==> src/rtl/multi_channel_divider.sv <==
// Multi-channel programmable divider / PWM timebase with shadowed settings,
// per-channel enable, phase-aligning restart and a wrap tick per channel.
module multi_channel_divider #(
    parameter int CHANNELS       = 4,
    parameter int WIDTH          = 32,
    parameter int DEFAULT_PERIOD = 100000000,
    localparam int CH_W          = (CHANNELS > 1) ? $clog2(CHANNELS) : 1
) (
    input  logic                clk,
    input  logic                rst,
    input  logic [CHANNELS-1:0] ch_en,
    input  logic                sync_start,
    input  logic                cfg_we,
    input  logic [CH_W-1:0]     cfg_ch,
    input  logic [WIDTH-1:0]    cfg_period,
    input  logic [WIDTH-1:0]    cfg_high,
    output logic [CHANNELS-1:0] square_out,
    output logic [CHANNELS-1:0] tick
);

    localparam logic [WIDTH-1:0] RST_PER = WIDTH'(DEFAULT_PERIOD);
    localparam logic [WIDTH-1:0] RST_HI  = RST_PER >> 1;

    logic cfg_valid;
    assign cfg_valid = cfg_we && (int'(cfg_ch) < CHANNELS);

    for (genvar i = 0; i < CHANNELS; i++) begin : g_ch
        logic             run_q, run_d;
        logic             pend_valid_q, pend_valid_d;
        logic [WIDTH-1:0] cnt_q, cnt_d;
        logic [WIDTH-1:0] per_act_q, per_act_d;
        logic [WIDTH-1:0] hi_act_q, hi_act_d;
        logic [WIDTH-1:0] per_pend_q, per_pend_d;
        logic [WIDTH-1:0] hi_pend_q, hi_pend_d;
        logic             per_nz;
        logic             last_cyc;
        logic             boundary;
        logic             wr_hit;

        always_comb begin
            run_d        = ch_en[i];
            per_nz       = (per_act_q != '0);
            last_cyc     = run_q && per_nz && (cnt_q == per_act_q - WIDTH'(1));
            // Settings may only change where no period is in flight, so the
            // output never sees a runt or stretched pulse.
            boundary     = !run_q || !per_nz || last_cyc || sync_start;
            wr_hit       = cfg_valid && (int'(cfg_ch) == i);
            cnt_d        = boundary ? '0 : cnt_q + WIDTH'(1);
            per_act_d    = per_act_q;
            hi_act_d     = hi_act_q;
            per_pend_d   = per_pend_q;
            hi_pend_d    = hi_pend_q;
            pend_valid_d = pend_valid_q;

            if (wr_hit) begin
                per_pend_d = cfg_period;
                hi_pend_d  = cfg_high;
            end

            if (boundary) begin
                pend_valid_d = 1'b0;
                if (wr_hit) begin
                    per_act_d = cfg_period;
                    hi_act_d  = cfg_high;
                end else if (pend_valid_q) begin
                    per_act_d = per_pend_q;
                    hi_act_d  = hi_pend_q;
                end
            end else if (wr_hit) begin
                pend_valid_d = 1'b1;
            end
        end

        always_ff @(posedge clk) begin
            if (rst) begin
                run_q        <= 1'b0;
                pend_valid_q <= 1'b0;
                cnt_q        <= '0;
                per_act_q    <= RST_PER;
                hi_act_q     <= RST_HI;
                per_pend_q   <= RST_PER;
                hi_pend_q    <= RST_HI;
            end else begin
                run_q        <= run_d;
                pend_valid_q <= pend_valid_d;
                cnt_q        <= cnt_d;
                per_act_q    <= per_act_d;
                hi_act_q     <= hi_act_d;
                per_pend_q   <= per_pend_d;
                hi_pend_q    <= hi_pend_d;
            end
        end

        assign square_out[i] = run_q && per_nz && (cnt_q < hi_act_q);
        assign tick[i]       = last_cyc;
    end

endmodule

==> config.mk <==
export PLATFORM = sky130hd
export DESIGN_NAME = multi_channel_divider
export DESIGN_NICKNAME = d
export VERILOG_FILES = /design/src/rtl/multi_channel_divider.sv
export SDC_FILE = /design/constraint.sdc
export NUM_CORES = 1
export LEC_CHECK = 0
export CAP_MARGIN = 10
export CELL_PAD_IN_SITES_DETAIL_PLACEMENT = 0
export CELL_PAD_IN_SITES_GLOBAL_PLACEMENT = 1
export CORE_UTILIZATION = 30
export CTS_BUF_LIST = sky130_fd_sc_hd__clkbuf_8
export DETAILED_ROUTE_END_ITERATION = 6
export PLACE_DENSITY = 0.62
export SYNTH_ARGS = -nofsm -noshare
export SYNTH_HDL_FRONTEND = slang
export SYNTH_SLANG_ARGS = --single-unit
export TNS_END_PERCENT = 20
==> constraint.sdc <==
create_clock -name clk -period 4.18 [get_ports clk]
set_input_delay 0.836 -clock clk [delete_from_list [all_inputs] [get_ports clk]]
set_output_delay 0.836 -clock clk [all_outputs]
set_load 0.005 [all_outputs]
==> run_results.csv <==
group,metric,value,unit
run_status,status,"complete, but fails checks",
run_status,violations,"negative setup slack",
worst_hold_path,hold_class,"flip-flop to flip-flop",
placement,pre_cts_ws,-0.01505,ns
cts,path_clk_slew,0.06,ns
finish,fillers,11100,
finish,seqCellArea,0.01299,mm2
cts,cts.sinks,648,
global_routing,grt_max_degree,188,
power_and_ir_drop,max-vdd-ir-drop,0.2248,mV
sta,rsz0062_at_grt,"yes",
finish,final_nets,4232,
critical_path,slowest_stage,"a311o_1",
synth,synth_async_sr_flop_share,0,%
sta,fin_ws,-0.04585,ns
critical_path,critical_path.cell_chain,"inv_1 -> ha_2 -> nor3b_4 -> buf_4 -> a211oi_2 -> a31oi_1 -> a311o_1 -> nor4_4 -> o2111ai_2 -> nor4_4 -> nor2b_4 -> buf_2",
cts,clockRootBuffer,"clkbuf_8",
critical_path,reg2reg_to,"g_ch[1].hi_act_q[2]$_SDFFE_PP0P_",
worst_hold_path,hold_depth,2,
synth,yosysWarningCount,0,
floorplanning,die_h,330.0,um
cts,clk_latency,0.75,ns
sta,setup-violations-final,3,
finish,stdcell_area,0.03813,mm2
worst_hold_path,holdPathEnd,"g_ch[1].per_pend_q[2]$_SDFFE_PP0P_",
floorplanning,core_area,0.1060,mm2
synth,synth-simple-area-share,25.85,%
synth,synth_top_family_by_area,"simple AND/OR/NAND/NOR gates",
global_routing,grt_first_pass_wirelength,167800,um
critical_path,slowest_delay,0.37,ns
route,drt_wl_total,112100,um
sta,min_period_over_period,101.1,%
synth,synth_nets,4099,
floorplanning,fp-row-count,119,
synth,synth_edf_count,0,
critical_path,critPathLaunchType,"flip-flop",
global_routing,grt_pass1_vias,26340,
route,routed_via_density,5.025,
floorplanning,die_w,330.0,um
placement,dpl_cell_area,0.03526,mm2
synth,synth_top_area_cell,"dfxtp_1",
synth,synth_xor_area_share,7.897,%
floorplanning,start_util,30.44,%
synth,synth_cells,3893,
critical_path,r2r_slack,0.39,ns
synth,syn_area,0.03227,mm2
finish,layout-drive-gt1-share,12.70,%
critical_path,crit_type,"flip-flop to output pin",
power_and_ir_drop,power_density,355.3,mW/mm2
route,drtIter0Drc,2101,
floorplanning,die-area,0.1089,mm2
critical_path,worstPathRequired,3.34,ns
cts,htree_levels,3,
job,drv_cap,0,
critical_path,end_kind,"output pin",
global_routing,grt.total_usage,20.39,%
synth,synth_seq_cells,648,
placement,gp_congestion,0.8642,
power_and_ir_drop,total_power,13.55,mW
global_routing,grt_overflow,0,
route,detail-route-antenna-nets,0,
cts,numCtsBuffers,116,
critical_path,cp_data_arrival_time,3.39,ns
cts,max-clock-path-buffers,3,
power_and_ir_drop,leakage,15.01,nW
synth,synth_cell_type_count,74,
critical_path,critPathBufInv,3,
critical_path,r2r_cells,13,
placement,place_hpwl,78570,um
sta,clock.fmax,0.2366,GHz
critical_path,reg2reg_from,"g_ch[1].per_act_q[0]$_SDFFE_PP0P_",
sta,fin_crit,4.226,ns
finish,syn2layout_area_growth,18.15,%
synth,synth_top_area_share,40.19,%
sta,drv_slew,0,
critical_path,crit_cells,12,
floorplanning,ios,82,
finish,multiInputGateArea,0.01817,mm2
synth,syn_area_per_cell,8.290,um2
route,wl_per_cell,20.37,um
synth,muxShareOfSynthArea,3.850,%
sta,fin_skew,0.03422,ns
synth,seq_area_frac_synth,40.19,%
critical_path,critPathTopFamily,"simple AND/OR/NAND/NOR gates",
synth,synth_fa_ha_area_share,5.117,%
route,vias,27650,
sta,relSlewSlack,42.70,%
finish,layout_commonest_cell,"dfxtp_1",
sta,hold_viol,0,
sta,setup-tns-final,-0.08493,ns
cts,cts_tree,"done",
synth,synth_flop_cell,"dfxtp_1",
synth,synth_compound_area_share,12.01,%
route,route.detailed.drc,0,
critical_path,critPathMaxFanout,5,
cts,hold_buffers,0,
synth,yosys-top-cells-area,"dfxtp_1 40%, nand2_1 7.2%, ha_1 5.1%",
critical_path,cpMostUsedCell,"nor4_4",
placement,port_buffers,81,
finish,final_cell_mix,"636 x dfxtp_1, 617 x nand2_1, 329 x nor2_1",
route,drt_pre_antenna_iters,5,
worst_hold_path,min_from,"g_ch[1].per_pend_q[2]$_SDFFE_PP0P_",
sta,tightest_slew,0.8568,ns
global_routing,antenna_found_initial,12,
[cell families after synthesis]
family,count (synthesis)
AND/OR/NAND/NOR,1707
flip-flops,648
AO/OA/AOI/OAI,598
buffers and inverters,406
XOR/XNOR,291
adder cells (fa/ha/maj),132
multiplexers,111
[worst register-to-register path, stage by stage (launching register included)]
cell and delay [ns]:
dfxtp_1 0.35, inv_1 0.10, ha_2 0.23, nor3b_4 0.23
nand4_2 0.15, buf_4 0.21, o21a_1 0.19, o311ai_0 0.35
a22oi_1 0.19, nand4_2 0.17, buf_4 0.35, a21o_2 0.21
buf_4 0.49, mux2_2 0.44
[layout make-up]
type,count,share of cell area [%]
antenna,3,0.01969
multi-input combinational,2839,47.64
clock buffer,141,5.089
tap,1391,4.564
timing repair buffer,248,5.831
inverter,173,1.703
sequential,648,34.07
clock inverter,60,1.083
[flip-flops by register name (all words and copies together), names as in the netlist]
register	flops
g_ch.cnt_q	128
g_ch.hi_act_q	128
g_ch.hi_pend_q	128
g_ch.pend_valid_q	4
g_ch.per_act_q	128
g_ch.per_pend_q	128
g_ch.run_q	4
[repair_timing]
item | in CTS | in global routing
endpoints found under the setup margin | 8 | 8
pin swaps | 28 | 11
resized for setup | 101 | 21
buffers inserted | 4 | 3
cloned | 0 | 0
[Yosys cell counts (12+ instances only)]
| library cell | number |
|---|---|
| a211oi_1 | 65 |
| a21o_1 | 39 |
| a21oi_1 | 232 |
| a22o_1 | 41 |
| a22oi_1 | 55 |
| a2bb2oi_1 | 12 |
| and3_1 | 34 |
| and3b_1 | 25 |
| buf_2 | 23 |
| clkbuf_1 | 182 |
| dfxtp_1 | 648 |
| ha_1 | 132 |
| inv_1 | 173 |
| mux2_1 | 53 |
| mux2_2 | 52 |
| nand2_1 | 618 |
| nand2b_1 | 27 |
| nand3_1 | 166 |
| nand3b_1 | 98 |
| nand4_1 | 60 |
| nor2_1 | 335 |
| nor2b_1 | 62 |
| nor3_1 | 96 |
| nor4_1 | 34 |
| o21ai_0 | 46 |
| o22ai_1 | 32 |
| or2_2 | 32 |
| or3_1 | 46 |
| or4_1 | 21 |
| xnor2_1 | 152 |
| xor2_1 | 139 |
[report_power, final]
group          internal (mW)  switching (mW)
logic                  0.347           0.690
clock network           3.39            2.74
registers               6.32          0.0654
total                   10.1            3.49
[layer usage]
metal	share of wire, %	track usage [%]
met4	2.7	6.011
met5	0	0
met3	5.5	3.585
met2	43	30.77
met1	49	29.42
[stage by stage]
stage	util, %	hold WS, ns	instances
after global routing	35.96	0.4772	5501
final	35.97	0.4543	5503
after global placement	33.26	0.4439	5292
after CTS	35.85	0.4580	5497
after floorplan	-	0.4303	3893
after detailed placement	33.26	0.4500	5292
[worst max path at each step]
stage / startpoint / endpoint / slack [ns]
2_1_floorplan: g_ch[0].per_act_q[6]$_SDFFE_PP0P_ / tick[0] / 0.30
3_3_place_gp: g_ch[0].per_act_q[0]$_SDFFE_PP0P_ / tick[0] / -0.03
3_5_place_dp: g_ch[0].per_act_q[0]$_SDFFE_PP0P_ / tick[0] / -0.02
4_1_cts: g_ch[1].per_act_q[25]$_SDFFE_PP0P_ / tick[1] / -0.19
5_1_grt: g_ch[0].per_act_q[6]$_SDFFE_PP0P_ / tick[0] / -0.24
6_report: g_ch[0].per_act_q[0]$_SDFFE_PP0P_ / tick[0] / -0.05
Note: power is estimated with default switching activity, not from simulation.
